`src/rtl/conv_pkg.sv`:
```
// Shared types and constants for the conv2d layer sequencer: FSM state encoding,
// per-channel weight count and frame/output pixel counts.
package conv_pkg;

    typedef enum logic [2:0] {
        IDLE   = 3'd0,
        LOAD_W = 3'd1,
        CLR    = 3'd2,
        STREAM = 3'd3,
        DRAIN  = 3'd4,
        NEXT   = 3'd5,
        DONE   = 3'd6
    } state_t;

    localparam int WEIGHTS_PER_CH = 10;
    localparam int DEF_IMG_WIDTH  = 16;
    localparam int DEF_IMG_HEIGHT = 16;
    localparam int FRAME_PIX      = DEF_IMG_WIDTH * DEF_IMG_HEIGHT;
    localparam int OUT_PIX        = (DEF_IMG_WIDTH - 2) * (DEF_IMG_HEIGHT - 2);

    function automatic int frame_pix(input int w, input int h);
        return w * h;
    endfunction

    function automatic int out_pix(input int w, input int h);
        return (w - 2) * (h - 2);
    endfunction

endpackage

```
`src/rtl/conv_weight_loader.sv`:
```
// Reads one channel's 9 weights plus bias from weight memory and holds them
// for the engine; captures are delayed one cycle to match the memory latency.
module conv_weight_loader
    import conv_pkg::*;
#(
    parameter int DATA_WIDTH = 16,
    parameter int ADDR_W     = 12
) (
    input  logic                    clk,
    input  logic                    rst_n,
    input  logic                    start,
    input  logic [ADDR_W-1:0]       base,
    output logic                    w_rd_en,
    output logic [ADDR_W-1:0]       w_addr,
    input  logic [DATA_WIDTH-1:0]   w_rdata,
    output logic [9*DATA_WIDTH-1:0] eng_w,
    output logic [DATA_WIDTH-1:0]   eng_bias,
    output logic                    load_done
);

    localparam int KW = $clog2(WEIGHTS_PER_CH);

    logic [KW-1:0]         rd_cnt_r;
    logic [KW-1:0]         cap_idx_r;
    logic                  rd_en_r;
    logic                  cap_en_r;
    logic [ADDR_W-1:0]     addr_r;
    logic [DATA_WIDTH-1:0] w_r [0:WEIGHTS_PER_CH-1];

    // Read issue counter and one-cycle-delayed capture into the register file
    always_ff @(posedge clk or negedge rst_n) begin
        if (!rst_n) begin
            rd_cnt_r  <= {KW{1'b0}};
            cap_idx_r <= {KW{1'b0}};
            rd_en_r   <= 1'b0;
            cap_en_r  <= 1'b0;
            addr_r    <= {ADDR_W{1'b0}};
            for (int i = 0; i < WEIGHTS_PER_CH; i++) begin
                w_r[i] <= {DATA_WIDTH{1'b0}};
            end
        end else begin
            cap_en_r  <= rd_en_r;
            cap_idx_r <= rd_cnt_r;
            if (start) begin
                rd_en_r  <= 1'b1;
                rd_cnt_r <= {KW{1'b0}};
                addr_r   <= base;
            end else if (rd_en_r) begin
                if (rd_cnt_r == KW'(WEIGHTS_PER_CH - 1)) begin
                    rd_en_r  <= 1'b0;
                    rd_cnt_r <= {KW{1'b0}};
                    addr_r   <= {ADDR_W{1'b0}};
                end else begin
                    rd_cnt_r <= rd_cnt_r + 1'b1;
                    addr_r   <= addr_r + 1'b1;
                end
            end else begin
                rd_en_r <= 1'b0;
            end
            if (cap_en_r) begin
                w_r[cap_idx_r] <= w_rdata;
            end
        end
    end

    // Pack w0..w8 LSB-first onto the engine weight bus
    always_comb begin
        eng_w = {(9*DATA_WIDTH){1'b0}};
        for (int i = 0; i < 9; i++) begin
            eng_w[i*DATA_WIDTH +: DATA_WIDTH] = w_r[i];
        end
    end

    assign eng_bias  = w_r[WEIGHTS_PER_CH-1];
    assign w_rd_en   = rd_en_r;
    assign w_addr    = addr_r;
    assign load_done = cap_en_r && (cap_idx_r == KW'(WEIGHTS_PER_CH - 1));

endmodule

```
`src/rtl/conv_layer_sequencer.sv`:
```
// Runs one conv2d 3x3 engine over every output channel of a layer: load weights,
// clear engine, stream the frame, collect outputs into output memory.
module conv_layer_sequencer
    import conv_pkg::*;
#(
    parameter int IMG_WIDTH  = 16,
    parameter int IMG_HEIGHT = 16,
    parameter int DATA_WIDTH = 16,
    parameter int N_OUT_CH   = 4,
    parameter int ADDR_W     = 12,
    parameter int DRAIN_MAX  = 64
) (
    input  logic                    clk,
    input  logic                    rst_n,
    input  logic                    start,
    output logic                    busy,
    output logic                    done,
    output logic                    err,
    output logic                    w_rd_en,
    output logic [ADDR_W-1:0]       w_addr,
    input  logic [DATA_WIDTH-1:0]   w_rdata,
    output logic                    f_rd_en,
    output logic [ADDR_W-1:0]       f_addr,
    input  logic [DATA_WIDTH-1:0]   f_rdata,
    output logic                    eng_rst_n,
    output logic                    eng_valid_in,
    output logic [DATA_WIDTH-1:0]   eng_data_in,
    output logic [9*DATA_WIDTH-1:0] eng_w,
    output logic [DATA_WIDTH-1:0]   eng_bias,
    input  logic                    eng_valid_out,
    input  logic [DATA_WIDTH-1:0]   eng_data_out,
    output logic                    o_wr_en,
    output logic [ADDR_W-1:0]       o_addr,
    output logic [DATA_WIDTH-1:0]   o_wdata
);

    localparam int FRAME_N = frame_pix(IMG_WIDTH, IMG_HEIGHT);
    localparam int OUT_N   = out_pix(IMG_WIDTH, IMG_HEIGHT);
    localparam int CH_W    = (N_OUT_CH > 1) ? $clog2(N_OUT_CH) : 1;
    localparam int PIX_W   = $clog2(FRAME_N);
    localparam int OUT_W   = $clog2(OUT_N + 1);
    localparam int DRN_W   = (DRAIN_MAX > 1) ? $clog2(DRAIN_MAX) : 1;

    state_t                state_r, state_nxt_s;
    logic [CH_W-1:0]       ch_r, ch_nxt_s;
    logic [OUT_W-1:0]      out_cnt_r;
    logic [PIX_W-1:0]      pix_cnt_r;
    logic [DRN_W-1:0]      drain_cnt_r;
    logic                  f_rd_en_r, rd_pend_r, eng_valid_in_r;
    logic [DATA_WIDTH-1:0] eng_data_in_r;
    logic                  busy_r, done_r, err_r, eng_rst_n_r;
    logic                  load_start_s, load_done_s, capture_s, stream_last_s;
    logic [ADDR_W-1:0]     w_base_s;

    assign capture_s     = eng_valid_out && ((state_r == STREAM) || (state_r == DRAIN));
    // Last pixel is on the engine bus and nothing is left in the read pipe
    assign stream_last_s = eng_valid_in_r && !rd_pend_r && !f_rd_en_r;
    assign load_start_s  = (state_nxt_s == LOAD_W) && (state_r != LOAD_W);
    assign w_base_s      = ADDR_W'(32'(ch_nxt_s) * 32'(WEIGHTS_PER_CH));

    // Next-state and channel index selection
    always_comb begin
        state_nxt_s = state_r;
        ch_nxt_s    = ch_r;
        case (state_r)
            IDLE: begin
                if (start) begin
                    state_nxt_s = LOAD_W;
                    ch_nxt_s    = {CH_W{1'b0}};
                end else begin
                    state_nxt_s = IDLE;
                end
            end
            LOAD_W: begin
                if (load_done_s) state_nxt_s = CLR;
                else             state_nxt_s = LOAD_W;
            end
            CLR:    state_nxt_s = STREAM;
            STREAM: begin
                if (stream_last_s) state_nxt_s = DRAIN;
                else               state_nxt_s = STREAM;
            end
            DRAIN: begin
                if (out_cnt_r == OUT_W'(OUT_N))                  state_nxt_s = NEXT;
                else if (drain_cnt_r == DRN_W'(DRAIN_MAX - 1))   state_nxt_s = DONE;
                else                                             state_nxt_s = DRAIN;
            end
            NEXT: begin
                if (ch_r == CH_W'(N_OUT_CH - 1)) begin
                    state_nxt_s = DONE;
                end else begin
                    state_nxt_s = LOAD_W;
                    ch_nxt_s    = ch_r + 1'b1;
                end
            end
            DONE:    state_nxt_s = IDLE;
            default: state_nxt_s = IDLE;
        endcase
    end

    // State, channel and registered status/control outputs
    always_ff @(posedge clk or negedge rst_n) begin
        if (!rst_n) begin
            state_r     <= IDLE;
            ch_r        <= {CH_W{1'b0}};
            busy_r      <= 1'b0;
            done_r      <= 1'b0;
            err_r       <= 1'b0;
            eng_rst_n_r <= 1'b1;
        end else begin
            state_r     <= state_nxt_s;
            ch_r        <= ch_nxt_s;
            busy_r      <= (state_nxt_s != IDLE) && (state_nxt_s != DONE);
            done_r      <= (state_nxt_s == DONE);
            eng_rst_n_r <= (state_nxt_s != CLR);
            if ((state_r == IDLE) && start) begin
                err_r <= 1'b0;
            end else if ((state_r == DRAIN) && (state_nxt_s == DONE)) begin
                err_r <= 1'b1;
            end else begin
                err_r <= err_r;
            end
        end
    end

    // Output counter and drain timeout counter
    always_ff @(posedge clk or negedge rst_n) begin
        if (!rst_n) begin
            out_cnt_r   <= {OUT_W{1'b0}};
            drain_cnt_r <= {DRN_W{1'b0}};
        end else begin
            if (load_start_s)   out_cnt_r <= {OUT_W{1'b0}};
            else if (capture_s) out_cnt_r <= out_cnt_r + 1'b1;
            else                out_cnt_r <= out_cnt_r;
            if (state_r == DRAIN) drain_cnt_r <= drain_cnt_r + 1'b1;
            else                  drain_cnt_r <= {DRN_W{1'b0}};
        end
    end

    // Raster read burst and alignment of memory data onto the engine input
    always_ff @(posedge clk or negedge rst_n) begin
        if (!rst_n) begin
            f_rd_en_r      <= 1'b0;
            pix_cnt_r      <= {PIX_W{1'b0}};
            rd_pend_r      <= 1'b0;
            eng_valid_in_r <= 1'b0;
            eng_data_in_r  <= {DATA_WIDTH{1'b0}};
        end else begin
            if (state_r == CLR) begin
                f_rd_en_r <= 1'b1;
                pix_cnt_r <= {PIX_W{1'b0}};
            end else if (f_rd_en_r) begin
                if (pix_cnt_r == PIX_W'(FRAME_N - 1)) begin
                    f_rd_en_r <= 1'b0;
                    pix_cnt_r <= {PIX_W{1'b0}};
                end else begin
                    pix_cnt_r <= pix_cnt_r + 1'b1;
                end
            end else begin
                f_rd_en_r <= 1'b0;
            end
            rd_pend_r      <= f_rd_en_r;
            eng_valid_in_r <= rd_pend_r;
            eng_data_in_r  <= rd_pend_r ? f_rdata : {DATA_WIDTH{1'b0}};
        end
    end

    // Output memory write path follows the engine valid in the same cycle
    always_comb begin
        if (capture_s) begin
            o_wr_en = 1'b1;
            o_addr  = ADDR_W'(32'(ch_r) * 32'(OUT_N) + 32'(out_cnt_r));
            o_wdata = eng_data_out;
        end else begin
            o_wr_en = 1'b0;
            o_addr  = {ADDR_W{1'b0}};
            o_wdata = {DATA_WIDTH{1'b0}};
        end
    end

    conv_weight_loader #(
        .DATA_WIDTH (DATA_WIDTH),
        .ADDR_W     (ADDR_W)
    ) u_loader (
        .clk       (clk),
        .rst_n     (rst_n),
        .start     (load_start_s),
        .base      (w_base_s),
        .w_rd_en   (w_rd_en),
        .w_addr    (w_addr),
        .w_rdata   (w_rdata),
        .eng_w     (eng_w),
        .eng_bias  (eng_bias),
        .load_done (load_done_s)
    );

    assign busy         = busy_r;
    assign done         = done_r;
    assign err          = err_r;
    assign f_rd_en      = f_rd_en_r;
    assign f_addr       = ADDR_W'(pix_cnt_r) & {ADDR_W{f_rd_en_r}};
    assign eng_rst_n    = eng_rst_n_r;
    assign eng_valid_in = eng_valid_in_r;
    assign eng_data_in  = eng_data_in_r;

endmodule

```
`config.mk`:
```
export PLATFORM = sky130hd
export DESIGN_NAME = conv_layer_sequencer
export DESIGN_NICKNAME = d
export VERILOG_FILES = /design/src/rtl/conv_pkg.sv /design/src/rtl/conv_weight_loader.sv /design/src/rtl/conv_layer_sequencer.sv
export SDC_FILE = /design/constraint.sdc
export NUM_CORES = 1
export LEC_CHECK = 0
export CAP_MARGIN = 5
export CORE_ASPECT_RATIO = 1.1
export CORE_MARGIN = 3
export CORE_UTILIZATION = 23
export CTS_BUF_LIST = sky130_fd_sc_hd__clkbuf_8
export DETAILED_ROUTE_END_ITERATION = 8
export GPL_TIMING_DRIVEN = 0
export HOLD_SLACK_MARGIN = 0.03
export PLACE_DENSITY = 0.52
export SLEW_MARGIN = 10
export SYNTH_ARGS = -nofsm -noshare
export SYNTH_HDL_FRONTEND = slang
export SYNTH_SLANG_ARGS = --single-unit
```
`constraint.sdc`:
```
create_clock -name clk -period 2.3 [get_ports clk]
set_input_delay 0.345 -clock clk [delete_from_list [all_inputs] [get_ports clk]]
set_output_delay 0.345 -clock clk [all_outputs]
set_load 0.1 [all_outputs]
```
==> qor.csv, run 1 <==
stage;metric;value;unit
outcome;violated checks;negative setup slack;
die;top-level port count;288;
outcome;result of the run;finished, violations left;
setup_path;delay contributed by the slowest stage of the critical path;430;ps
die;row count;79;
setup_path;Buf/Inv on CP;2;
detailed_routing;wire per inst;17.7;um
setup_path;arrival time worst endpoint;2530;ps
clock_network;level count of the clock H-tree;2;
placed_design;detailed placement HPWL;20800;um
grt;global-route total usage across every layer;13.1;%
synth;Post-Synthesis Cells;759;
setup_path;CP Capture Type;output pin;
die;area of the core region;42400;um^2
pwr;Cell Pwr Density;744;nW/um^2
synth;register bit count reported by yosys;232;
clock_network;root buffer cell;clkbuf_8;
die;initial core utilization;23.3;%
timing;highest clock frequency the design can meet;348;MHz
clock_network;clock tree from TritonCTS;built;
setup_path;cell type with the highest occurrence count on the critical path;ha_4;
timing;number of endpoints with negative hold slack in the final report;0;
timing;post-route worst setup slack;-573;ps
flow_run;max capacitance violation total;0;
die;Die Span X;204;um
timing;Final setup viols;28;
clock_network;number of buffers created by CTS;43;
clock_network;clock-pin slew on the worst setup and hold paths;60;ps
detailed_routing;number of DRC violations after detailed-routing iteration 0;208;
placed_design;# placed instances;1598;
pwr;leakage component of the power;6.55;nW
timing;Final Slew Violations;0;
setup_path;launch point of the worst path;ch_r[0];
detailed_routing;via density per instance;4.30;
grt;number of global-route vias before repair;7508;
grt;number of antenna violations at the first check in global routing;1;
setup_path;crit path max fanout;5;
grt;global route overflow;0;
synth;share of synthesized area occupied by flip-flops and latches;58.7;%
synth;fraction of registers with async set or reset after synthesis;100;%
detailed_routing;vias;7313;
detailed_routing;Pre-antenna DRT Iters;4;
layout;count of placed standard cells in the final layout, fillers left out;1701;
grt;maximum number of pins on one net before global-route repair;92;
synth;warnings from Yosys;0;
detailed_routing;post-route ant nets;0;
setup_path;sequence of cells on the critical path;inv_2, ha_4, ha_4, and4_4, a221oi_4, or3_4, a21oi_4, buf_12;
setup_path;startpoint kind of the worst setup timing path;flip-flop;
pwr;worst vdd rail ir drop;0.675;mV
layout;# fillers;4313;
detailed_routing;final WL;30000;um
timing;Worst Clk Skew;19.9;ps
clock_network;source-to-sink clock delay at the later pin of the worst-skew pair;580;ps
synth;dominant register cell in the synthesized netlist;dfrtp_1;
timing;setup repair after global routing missed its margin;true;
setup_path;start of the worst register-to-register path;ch_r[1];
setup_path;Critical Path Slowest Stage Cell;dfrtp_2;
synth;area of the mapped netlist;9890;um^2
detailed_routing;number of remaining DRC errors;0;
min_path;Hold/Removal Path Class;in -> async;
timing;final worst path period share;125;%
setup_path;category of the most critical setup path;reg -> out;
placed_design;routability congestion estimate;0.754;
timing;actual slew at the worst max-slew pin;1070;ps
placed_design;PortBufs;266;
die;Die Y-Extent;223;um
setup_path;Crit path max-delay family;simple AND/OR/NAND/NOR gates;
synth;per-instance average area after synthesis;13.0;um^2
synth;distinct cell type count after synthesis;67;
die;die area;45500;um^2
timing;final critical delay including setup and external delays;2870;ps
timing;setup TNS;-7270;ps
layout;Layout Area Growth over Synthesis;49.3;%
grt;wire length of the first global-routing pass;45800;um
synth;count of flip-flops with a built-in enable after synthesis;0;
timing;normalized max-slew margin;29.2;%
setup_path;WP data required;1960;ps
clock_network;number of sinks handled by clock tree synthesis;232;
layout;share of final-layout standard cells stronger than drive strength 1;35.3;%
clock_network;clk buf depth;3;
layout;Total Nets Final;1172;
[routing by layer]
metal | wire (um) | up-vias | global-route usage, %
li1 | - | 3372 | -
met1 | 12500 | 3637 | 16.3
met2 | 14700 | 255 | 21.7
met3 | 2090 | 49 | 3.33
met4 | 771 | 0 | 5.11
met5 | 0 | - | 0
[cell usage in the layout (no fill, tap or decap), types with 23 or more instances in the layout]
cell / instances
dfrtp_1: 227
dlygate4sd2_1: 182
mux2_2: 161
clkbuf_8: 50
buf_4: 35
clkdlybuf4s50_1: 34
nand2_1: 32
buf_12: 30
inv_1: 26
a21oi_1: 26
nor2_1: 23
[sequential cells by signal (all words and copies together) (netlist names), 2 cells and up]
name,flops
u_loader.w_addr,12
out_cnt_r,8
pix_cnt_r,8
u_loader.eng_w,144
drain_cnt_r,6
u_loader.cap_idx_r,4
eng_data_in,16
state_r,3
ch_r,2
u_loader.rd_cnt_r,4
u_loader.eng_bias,16
[through the flow]
stage	power, mW	cell area [um^2]	hold WS (ps)	setup slack (ps)	util (%)
after floorplan	6.27	10000	49.4	-397	-
after global placement	6.96	13400	466	-10470	31.6
after detailed placement	6.97	13500	315	-1040	31.8
after CTS	11.2	14600	232	-679	34.4
after global routing	11.5	14800	279	-678	34.8
final	11.0	14800	278	-573	34.8
[cells by family after synthesis]
group                    synth area share, %
buffers and inverters                   3.19
flip-flops                              58.7
adder cells (fa/ha/maj)                 2.10
AO/OA/AOI/OAI                           5.50
other                                 0.0379
AND/OR/NAND/NOR                         10.9
multiplexers                            18.4
XOR/XNOR                                1.06
[path summary, 6_finish.rpt]
check | to | slack [ps] | depth (start not counted)
worst max-delay path | o_addr[9] | -570 | 8
worst min-delay path | u_loader.eng_bias[7] | 280 | 2
worst max register to register | u_loader.w_addr[0] | 260 | 6
worst min register to register | u_loader.cap_idx_r[3] | 480 | 0
max in group asynchronous | eng_rst_n | 1140 | 3
min in group clk | u_loader.eng_w[2] | 300 | 2
[cell usage after synthesis (10+ instances only)]
| library cell | instances | share of area (%) |
|---|---|---|
| dfrtp_1 | 231 | 58 |
| mux2_2 | 161 | 18 |
| and2_1 | 45 | 2.8 |
| nand2_1 | 32 | 1.2 |
| nor2_1 | 30 | 1.1 |
| a21oi_1 | 28 | 1.4 |
| buf_1 | 16 | 0.61 |
| o21ai_0 | 16 | 0.81 |
| buf_2 | 15 | 0.76 |
| ha_1 | 15 | 1.9 |
| inv_1 | 14 | 0.53 |
| nand3_1 | 12 | 0.61 |
| a31oi_1 | 11 | 0.70 |
| and3_1 | 10 | 0.63 |
| buf_4 | 10 | 0.76 |
[power breakdown]
group | internal (mW) | total, mW | switching (mW)
Clock | 2.21 | 4.02 | 1.82
Sequential | 4.28 | 4.41 | 0.123
Combinational | 0.627 | 2.56 | 1.94
[layout make-up]
type	instances	area, um^2	share of cell area (%)
Antenna cell	1	2.50	0.0169
Buffer	49	273	1.85
Clock buffer	50	688	4.66
Clock inverter	24	169	1.14
Inverter	14	60.1	0.407
Multi-Input combinational cell	466	4010	27.2
Sequential cell	232	5810	39.4
Tap cell	567	709	4.80
Timing Repair Buffer	298	3040	20.6
[what timing repair did]
item / CTS / global route
pin swaps: 17 / 24
resized for setup: 542 / 31
gates cloned: 0 / 1
endpoints found under the hold margin: 58 / 0
hold buffers: 1 / 0
buffers inserted: 16 / 12
endpoints found under the setup margin: 231 / 33
(Power assumes the default switching activity.)
==> run 2, diff against run 1 <==
--- a/config.mk
+++ b/config.mk
@@ -8,12 +8,12 @@
 export CAP_MARGIN = 5
 export CORE_ASPECT_RATIO = 1.1
 export CORE_MARGIN = 3
-export CORE_UTILIZATION = 23
+export CORE_UTILIZATION = 49
 export CTS_BUF_LIST = sky130_fd_sc_hd__clkbuf_8
 export DETAILED_ROUTE_END_ITERATION = 8
 export GPL_TIMING_DRIVEN = 0
 export HOLD_SLACK_MARGIN = 0.03
-export PLACE_DENSITY = 0.52
+export PLACE_DENSITY = 0.89
 export SLEW_MARGIN = 10
 export SYNTH_ARGS = -nofsm -noshare
 export SYNTH_HDL_FRONTEND = slang
==> run 2 against run 1 <==
Effect of this change:
- the run still ends with negative setup slack left
- combinational power grew 2%
- highest routed layer unchanged
- register-to-register slack lost 40 ps
- non-clock buffer count shrank 4
==> qor.csv, run 2 (synthesis results as in run 1) <==
stage;metric;value;unit;change
clock_network;source-to-sink clock delay at the later pin of the worst-skew pair;530;ps;was 580 ps
detailed_routing;wire per inst;21.6;um;was 17.7 um
grt;number of global-route vias before repair;8183;;was 7508
die;top-level port count;288;;unchanged
setup_path;cell type with the highest occurrence count on the critical path;ha_4;;unchanged
timing;post-route worst setup slack;-587;ps;was -573 ps
min_path;Hold/Removal Path Class;in -> async;;unchanged
die;initial core utilization;50.9;%;was 23.3%
setup_path;reg-to-reg setup timing slack;220;ps;was 260 ps
timing;setup repair after global routing missed its margin;true;;unchanged
grt;maximum number of pins on one net before global-route repair;116;;was 92
detailed_routing;Pre-antenna DRT Iters;5;;was 4
placed_design;PortBufs;266;;unchanged
detailed_routing;final WL;29600;um;was 30000 um
layout;most common cell after layout, fill and taps aside;dfrtp_1;;unchanged
placed_design;worst slack after detailed placement;-1020;ps;was -1040 ps
layout;Layout Area Growth over Synthesis;43.3;%;was 49.3%
setup_path;CP Capture Type;output pin;;unchanged
grt;global-route total usage across every layer;26.1;%;was 13.1%
setup_path;category of the most critical setup path;reg -> out;;unchanged
die;area of the core region;19400;um^2;was 42400 um^2
timing;actual slew at the worst max-slew pin;1050;ps;was 1070 ps
clock_network;number of sinks handled by clock tree synthesis;232;;unchanged
setup_path;startpoint kind of the worst setup timing path;flip-flop;;unchanged
die;Die Y-Extent;155;um;was 223 um
timing;Fin Hold WS;272;ps;was 278 ps
grt;met2 Track Usage GR;46.9;%;was 21.7%
flow_run;max capacitance violation total;0;;unchanged
grt;met3 usage in global routing;5.90;%;was 3.33%
layout;share of final-layout standard cells stronger than drive strength 1;33.6;%;was 35.3%
detailed_routing;number of remaining DRC errors;0;;unchanged
detailed_routing;via density per instance;5.60;;was 4.30
timing;final worst path period share;126;%;was 125%
setup_path;WP data required;1960;ps;about the same
layout;number of inserted diodes;0;;was 1
clock_network;level count of the clock H-tree;2;;unchanged
die;die area;21900;um^2;was 45500 um^2
die;row count;53;;was 79
grt;global route overflow;0;;unchanged
detailed_routing;number of DRC violations after detailed-routing iteration 0;450;;was 208
layout;flip-flop count of the largest register, all copies and words added;144;;unchanged
setup_path;sequence of cells on the critical path;inv_2, ha_4, ha_4, and4_4, a221oi_4, or3_4, a21oi_4, buf_12;;unchanged
setup_path;launch point of the worst path;ch_r[0];;unchanged
placed_design;detailed placement HPWL;18800;um;was 20800 um
outcome;violated checks;negative setup slack;;unchanged
setup_path;arrival time worst endpoint;2540;ps;was 2530 ps
layout;top library cells by usage in the layout, fill and taps aside;dfrtp_1, dlygate4sd2_1, mux2_2;;unchanged
setup_path;Critical Path Sink;o_addr[9];;unchanged
clock_network;clock-pin slew on the worst setup and hold paths;70;ps;was 60 ps
clock_network;root buffer cell;clkbuf_8;;unchanged
setup_path;terminus of the critical flop-to-flop path;u_loader.w_addr[3];;was u_loader.w_addr[0]
setup_path;crit path max fanout;4;;was 5
timing;highest clock frequency the design can meet;346;MHz;was 348 MHz
detailed_routing;vias;7679;;was 7313
grt;number of antenna violations at the first check in global routing;0;;was 1
grt;wire length of the first global-routing pass;45400;um;was 45800 um
clock_network;number of buffers created by CTS;39;;was 43
setup_path;start of the worst register-to-register path;state_r[0];;was ch_r[1]
pwr;leakage component of the power;6.50;nW;was 6.55 nW
timing;Final Slew Violations;0;;unchanged
layout;Finished Core Util;72.9;%;was 34.8%
grt;Global Route met1 Usage;30.3;%;was 16.3%
pwr;Cell Pwr Density;743;nW/um^2;was 744 nW/um^2
detailed_routing;post-route ant nets;0;;unchanged
placed_design;routability congestion estimate;0.876;;was 0.754
setup_path;delay contributed by the slowest stage of the critical path;450;ps;was 430 ps
timing;Worst Clk Skew;17.2;ps;was 19.9 ps
layout;Total Nets Final;1164;;was 1172
die;Die Span X;141;um;was 204 um
timing;number of endpoints with negative hold slack in the final report;0;;unchanged
timing;normalized max-slew margin;30.5;%;was 29.2%
clock_network;clock tree from TritonCTS;built;;unchanged
setup_path;Register-to-Register Path Depth;7;;was 6
clock_network;clk buf depth;3;;unchanged
timing;Final setup viols;25;;was 28
pwr;worst vdd rail ir drop;0.680;mV;was 0.675 mV
grt;busiest layer in global routing;met2;;unchanged
timing;final critical delay including setup and external delays;2890;ps;was 2870 ps
setup_path;Critical Path Slowest Stage Cell;dfrtp_2;;unchanged
outcome;result of the run;finished, violations left;;unchanged
[run 2: cell count changes in the layout (fill, tap and decap cells not counted), moves of 3 or more]
cell             before  now
buf_12               30   26
clkbuf_2              5    0
clkbuf_8             50   47
clkdlybuf4s15_1       3    0
clkdlybuf4s15_2       6    2
clkinv_2              4    1
dlygate4sd2_1       182  195
inv_1                26   29
[run 2: power by group]
group          leakage [nW]  switching, mW  internal [mW]
Clock                 0.453           1.64           1.86
Combinational          3.28           1.98          0.618
Sequential             2.77          0.136           4.28
Total                  6.50           3.76           6.76
[run 2: cell type report]
cell class,count,area [um^2]
Buffer,50,287
Timing Repair Buffer,293,2950
Fill cell,1283,5260
Sequential cell,232,5810
Multi-Input combinational cell,466,4000
Clock inverter,22,101
Inverter,14,60.1
Clock buffer,47,647
Tap cell,247,309
[run 2: per-stage QoR]
stage	TNS (ps)	cell area [um^2]	power, mW	cells
6_report	-4330	14200	10.5	1371
3_5_place_dp	-22090	13100	6.97	1278
4_1_cts	-4430	14100	10.5	1366
3_3_place_gp	-2041140	13000	6.92	1276
2_1_floorplan	-1170	10000	6.27	763
5_1_grt	-5890	14200	10.9	1371
[run 2: layer usage]
layer | up-vias | part of all wire, % | routed length (um)
met5 | - | 0 | 0
li1 | 3356 | - | -
met4 | 0 | 4.1 | 1210
met2 | 414 | 52 | 15300
met3 | 92 | 7.6 | 2250
met1 | 3817 | 37 | 10800
[run 2: how the worst min path moves through the flow]
stage | start | to
final | rst_n | u_loader.eng_w[119]
after global routing | rst_n | u_loader.eng_bias[8]
after CTS | rst_n | u_loader.eng_w[123]
after detailed placement | rst_n | u_loader.eng_w[120]
after global placement | u_loader.rd_cnt_r[2] | u_loader.cap_idx_r[2]
after floorplan | rst_n | busy
[run 2: worst max-delay path, delay by kind of cell, from the launching register on]
| kind | cells | cell delay (ps) |
|---|---|---|
| AOI/OAI and AO/OA | 2 | 220 |
| adders and majority gates | 2 | 480 |
| buffers and inverters | 2 | 290 |
| DFF | 1 | 450 |
| and+or+nand+nor | 2 | 580 |
[run 2: timing repair]
| action | in CTS | in global routing |
|---|---|---|
| pin swaps | 29 | 8 |
| hold endpoints to repair | 52 | 0 |
| gates resized for setup | 519 | 17 |
| hold buffers | 1 | 0 |
| setup buffers | 17 | 5 |
| setup endpoints to repair | 231 | 28 |
| cloned | 2 | 0 |
==> RTL edit 1, RTL diff (flow settings as in run 1) <==
The package constant `WEIGHTS_PER_CH` goes from 10 to 12.
--- a/src/rtl/conv_pkg.sv
+++ b/src/rtl/conv_pkg.sv
@@ -12,7 +12,7 @@
         DONE   = 3'd6
     } state_t;
 
-    localparam int WEIGHTS_PER_CH = 10;
+    localparam int WEIGHTS_PER_CH = 12;
     localparam int DEF_IMG_WIDTH  = 16;
     localparam int DEF_IMG_HEIGHT = 16;
     localparam int FRAME_PIX      = DEF_IMG_WIDTH * DEF_IMG_HEIGHT;
Formal check against the unedited RTL: same outputs for any inputs over 10 cycles, from zero or initial values and one cycle with rst_n low; that may be too few to reach the edited logic, so the function may still have changed.
==> RTL edit 1 against run 1 <==
The run still ends with setup timing left. Final area grew 0.55%. Die area is 0.60% higher. Global-route usage is 0.49 points lower. Area after synthesis rose by 0.62%. Routed wire length is 1.6% lower. Critical path depth is the same. Sequential cell count unchanged. First-iteration DRC count up 42%. Setup slack gained 30 ps. Total power fell by 2.0%. Utilization is 0.11 points higher. Synthesized cell count decreased by 0.26%. Non-clock buffer count down 3.
==> RTL edit 1: results (changes against run 1) <==
Critical path
The data arrival time of the worst path is 2500 ps (was 2530 ps). The endpoint of the worst-slack reg-to-reg timing path is u_loader.w_addr[5] (was u_loader.w_addr[0]). The reg-to-reg startpoint is state_r[0] (was ch_r[1]). The count of cells along the worst register-to-register path was 9 (was 6). The largest fanout of any net on the critical path is 3 (was 5). The delay of the slowest critical-path stage is 450 ps (was 430 ps). The setup slack of the worst register-to-register path was 150 ps (was 260 ps).

Power
The worst IR drop on VDD is 0.000376 V (was 0.000675 V). The static leakage is 6.68 nW (was 6.55 nW). The net switching power of the design was 3.76 mW (was 3.88 mW).

Outcome
Violations in the final reports: setup timing (unchanged). Result of the run: finished, violations left (unchanged).

Placed design
The sum of net half-perimeters after detailed placement is 20.7 mm (was 20.8 mm). The weighted congestion at the end of routability-driven global placement is 0.749 (was 0.754).

Logic synthesis
Largest cells by area after synthesis: sky130_fd_sc_hd__dfrtp_1, sky130_fd_sc_hd__mux2_2, sky130_fd_sc_hd__and2_1 (unchanged). Commonest cells in the synthesized netlist: sky130_fd_sc_hd__dfrtp_1, sky130_fd_sc_hd__mux2_2, sky130_fd_sc_hd__and2_1, sky130_fd_sc_hd__nor2_1, sky130_fd_sc_hd__nand2_1 (was sky130_fd_sc_hd__dfrtp_1, sky130_fd_sc_hd__mux2_2, sky130_fd_sc_hd__and2_1, sky130_fd_sc_hd__nand2_1, sky130_fd_sc_hd__nor2_1). The distinct cell type count after synthesis is 68 (was 67). The sequential-to-total area share from yosys stat is 58.4% (was 58.7%).

Timing
The final number of setup-violating endpoints is 27 (was 28). The worst-margin pin slew is 1070 ps (about the same). The hold slack came to 303 ps (was 278 ps).

The clock skew after layout is 20.8 ps (was 19.9 ps). The final setup TNS was -4750 ps (was -7270 ps). The worst setup slack after layout came to -543 ps (was -573 ps).

CTS
The number of buffers added by the clock tree synthesis step is 41 (was 43). The clock insertion delay at the later pin of the skew report is 540 ps (was 580 ps).

Layout
The number of nets in the layout is 1,164 (was 1,172). The total of fill cells in the finished design is 4,274 (was 4,313). The antenna diode count is 0 (was 1).

The number of flip-flops in the largest register is 144 (unchanged).

Global routing
The overall track demand over capacity in global routing is 12.6% (was 13.1%). The via count of the first global-routing pass is 7,421 (was 7,508). The wire length of the first global-routing pass is 45.3 mm (was 45.8 mm). The number of antenna violations at the first check in global routing is 0 (was 1).

Route
The routed wire length is 29.6 mm (was 30.0 mm). The per-cell via count in the routed design is 4.23 (was 4.30). The number of violations reported at the end of detailed-routing iteration 0 came to 295 (was 208).
## RTL edit 1: area by class of cell
class	count	area [µm²]	share of cell area [%]
buffer	53	335	2.26
clock inverter	16	68.8	0.463
inverter	14	55.1	0.371
clock buffer	55	757	5.10
tap	567	709	4.78
multi-input combinational	462	4150	27.9
timing repair buffer	291	2960	19.9
sequential	232	5810	39.2
## RTL edit 1: critical path: cells and delay by family, from the launching register on
family	cells	cell delay, ps
flip-flops	1	450
adder cells (fa/ha/maj)	2	460
AND/OR/NAND/NOR	2	540
AO/OA/AOI/OAI	2	230
buffers and inverters	2	290
## RTL edit 1: how the worst max path moves through the flow
stage	endpoint	slack [ps]	depth (start not counted)
after global routing	o_addr[9]	-670	8
after global placement	ch_r[1]	-10460	1
after CTS	o_addr[9]	-610	8
final	o_addr[9]	-540	8
after detailed placement	o_addr[9]	-1100	8
after floorplan	o_addr[9]	-230	7
## RTL edit 1: cells by family (layout without fill, tap and decap cells)
group / after synthesis / after routing / synth area share [%]
buf+inv: 67 / 429 / 3.45
flops: 232 / 232 / 58.4
mux: 165 / 165 / 19.0
compound gates: 75 / 75 / 4.83
other cells: 1 / 5 / 0.0377
fa+ha+maj: 17 / 17 / 2.21
xor+xnor: 13 / 13 / 1.14
simple gates: 187 / 187 / 11.0
## RTL edit 1: routing by layer
| layer | track usage (%) | share of wire (%) |
|---|---|---|
| met5 | 0 | 0 |
| met1 | 15.4 | 41 |
| met3 | 3.44 | 6.6 |
| met2 | 21.6 | 50 |
| met4 | 3.69 | 2.2 |
## RTL edit 1: metrics by stage
step	cell area [µm²]	utilization (%)	std cells	power, mW	setup WS, ps
2_1_floorplan	10100	-	761	6.27	-235
4_1_cts	14700	34.6	1683	11.0	-606
3_5_place_dp	13500	31.9	1596	6.97	-1100
3_3_place_gp	13500	31.7	1594	6.95	-10460
5_1_grt	14800	34.9	1690	11.3	-674
6_report	14800	34.9	1690	10.8	-543
## RTL edit 1: timing repair
| item | 4_1_cts | 5_1_grt |
|---|---|---|
| gates cloned | 1 | 2 |
| gates resized for setup | 540 | 21 |
| buffers inserted | 14 | 6 |
| hold endpoints to repair | 50 | 0 |
| setup endpoints to repair | 231 | 40 |
| pin swaps | 19 | 18 |
| hold buffers | 1 | 0 |
## RTL edit 1: power by group through the flow
stage | Sequential, mW | Combinational (mW) | Clock [mW]
3_5_place_dp | 4.48 | 2.49 | 0
3_3_place_gp | 4.48 | 2.47 | 0
6_report | 4.41 | 2.54 | 3.82
5_1_grt | 4.44 | 2.63 | 4.19
4_1_cts | 4.41 | 2.54 | 4.01
2_1_floorplan | 5.62 | 0.649 | 0
==> RTL edit 2, RTL diff (config.mk and constraints of run 1) <==
Made on the original files. The 7 states of `state_t` get a one-hot encoding in 7 bits.
--- a/src/rtl/conv_pkg.sv
+++ b/src/rtl/conv_pkg.sv
@@ -2,14 +2,14 @@
 // per-channel weight count and frame/output pixel counts.
 package conv_pkg;
 
-    typedef enum logic [2:0] {
-        IDLE   = 3'd0,
-        LOAD_W = 3'd1,
-        CLR    = 3'd2,
-        STREAM = 3'd3,
-        DRAIN  = 3'd4,
-        NEXT   = 3'd5,
-        DONE   = 3'd6
+    typedef enum logic [6:0] {
+        IDLE   = 7'b0000001,
+        LOAD_W = 7'b0000010,
+        CLR    = 7'b0000100,
+        STREAM = 7'b0001000,
+        DRAIN  = 7'b0010000,
+        NEXT   = 7'b0100000,
+        DONE   = 7'b1000000
     } state_t;
 
     localparam int WEIGHTS_PER_CH = 10;
Function: no difference found for any inputs over 10 cycles, from zero or initial values and one cycle with rst_n low; not proved beyond that.
==> RTL edit 2 against run 1 <==
The flow still finishes with violations (setup timing). Sequential cell count rose by 4. Area after synthesis rose by 1.5%. Setup slack improved by 160 ps. Sequential share of layout area rose by 0.40 points. Global-route usage fell by 0.34 points. Utilization barely moved. Critical endpoint unchanged. Via count rose by 0.62%. Non-clock buffer count fell by 7. Routed wire length fell by 1.5%. Register-to-register slack got worse by 130 ps. Final area rose by 0.84%.
Power is left out: the tool's default activity adds up to more than one toggle a clock period on the data nets, which glitch-free logic cannot reach.
==> RTL edit 2: results (changes against run 1) <==
Outcome
Result of the run: finished, violations left (unchanged). Violations in the final reports: setup timing (unchanged).

Timing
The headroom to the max-slew limit came to 29.6% (was 29.2%). The final number of setup-violating endpoints was 28 (unchanged). The worst setup slack after layout is -409 ps (was -573 ps).

The clock skew after layout came to 14.3 ps (was 19.9 ps).

CTS
The count of instances resized after the clock tree is built was 523 (was 542). The clock insertion delay at the later pin of the skew report is 560 ps (was 580 ps).

Critical path
The setup slack of the worst register-to-register path is 130 ps (was 260 ps). The endpoint of the worst-slack reg-to-reg timing path is out_cnt_r[0] (was u_loader.w_addr[0]). The count of cells along the worst register-to-register path was 7 (was 6). The largest fanout of any net on the critical path is 4 (was 5). The data arrival time of the worst path is 2360 ps (was 2530 ps).

Layout
The share of post-route cells with drive strength above 1 was 34.6% (was 35.3%). The clock tree cell share of total cell area is 5.87% (was 5.80%). The share of the final layout cell area in sequential cells is 39.8% (was 39.4%). The fraction of area in multi-input gates is 27.8% (was 27.2%). The count of multi-input gates is 477 (was 466). The count of buffers not belonging to the clock network in the layout is 340 (was 347). The number of non-clock inverters in the layout was 16 (was 14).

Placed design
The weighted congestion at the end of routability-driven global placement is 0.777 (was 0.754).

Logic synthesis
The sequential-to-total area share from yosys stat was 58.9% (was 58.7%). Largest cells by area after synthesis: sky130_fd_sc_hd__dfrtp_1, sky130_fd_sc_hd__mux2_2, sky130_fd_sc_hd__and2_1 (unchanged). Commonest cells in the synthesized netlist: sky130_fd_sc_hd__dfrtp_1, sky130_fd_sc_hd__mux2_2, sky130_fd_sc_hd__and2_1, sky130_fd_sc_hd__nor2_1, sky130_fd_sc_hd__nand2_1 (was sky130_fd_sc_hd__dfrtp_1, sky130_fd_sc_hd__mux2_2, sky130_fd_sc_hd__and2_1, sky130_fd_sc_hd__nand2_1, sky130_fd_sc_hd__nor2_1).

Route
The number of violations reported at the end of detailed-routing iteration 0 came to 238 (was 208). The routed wire length on met3 is 2.36 mm (was 2.09 mm). The post-route met1 wirelength is 12.1 mm (was 12.5 mm). The per-cell via count in the routed design is 4.30 (about the same).

The amount of wire on met2 after detailed routing came to 14.5 mm (was 14.7 mm).

Global routing
The number of antenna violations at the first check in global routing came to 0 (was 1). The met1 track utilization from global routing is 15.4% (was 16.3%).
## RTL edit 2: changes by cell type in the layout (fill, tap and decap cells not counted), moves of 5 or more
cell	delta
sky130_fd_sc_hd__a21oi_1	-7
sky130_fd_sc_hd__dfrtp_2	+6
sky130_fd_sc_hd__nor4_1	+5
sky130_fd_sc_hd__a31oi_1	-7
sky130_fd_sc_hd__nor2_1	+5
sky130_fd_sc_hd__xnor2_1	+6
sky130_fd_sc_hd__buf_4	-9
sky130_fd_sc_hd__clkbuf_2	+5
## RTL edit 2: kinds of logic after synthesis
kind of cell | Yosys count | share of synthesized area (%)
DFF | 236 | 58.9
xor gates and xnor gates | 19 | 1.66
adders and majority gates | 17 | 2.19
and+or+nand+nor | 208 | 11.8
other | 1 | 0.0374
muxes | 163 | 18.3
AOI/OAI and AO/OA | 65 | 4.23
buffers and inverters | 69 | 2.93
## RTL edit 2: per-stage QoR
step / util, % / instance area [µm²] / std cells / setup WS (ps) / hold slack, ps
3_3_place_gp: 31.9 / 13600 / 1615 / -10880 / 383
4_1_cts: 34.7 / 14800 / 1710 / -461 / 288
5_1_grt: 34.9 / 14900 / 1713 / -556 / 323
2_1_floorplan: - / 10200 / 782 / -143 / 49.4
6_report: 34.9 / 14900 / 1713 / -409 / 362
3_5_place_dp: 32.0 / 13700 / 1617 / -1090 / 359
## RTL edit 2: how the worst max path moves through the flow
stage                     slack (ps)  startpoint  cells after the start          to
after detailed placement       -1090  state_r[5]                      7   o_addr[9]
after global placement        -10880       rst_n                      1     ch_r[0]
after global routing            -560     ch_r[0]                      8   o_addr[9]
after floorplan                 -140  state_r[5]                      4  o_addr[10]
final                           -410     ch_r[0]                      8   o_addr[9]
after CTS                       -460     ch_r[0]                      8   o_addr[9]
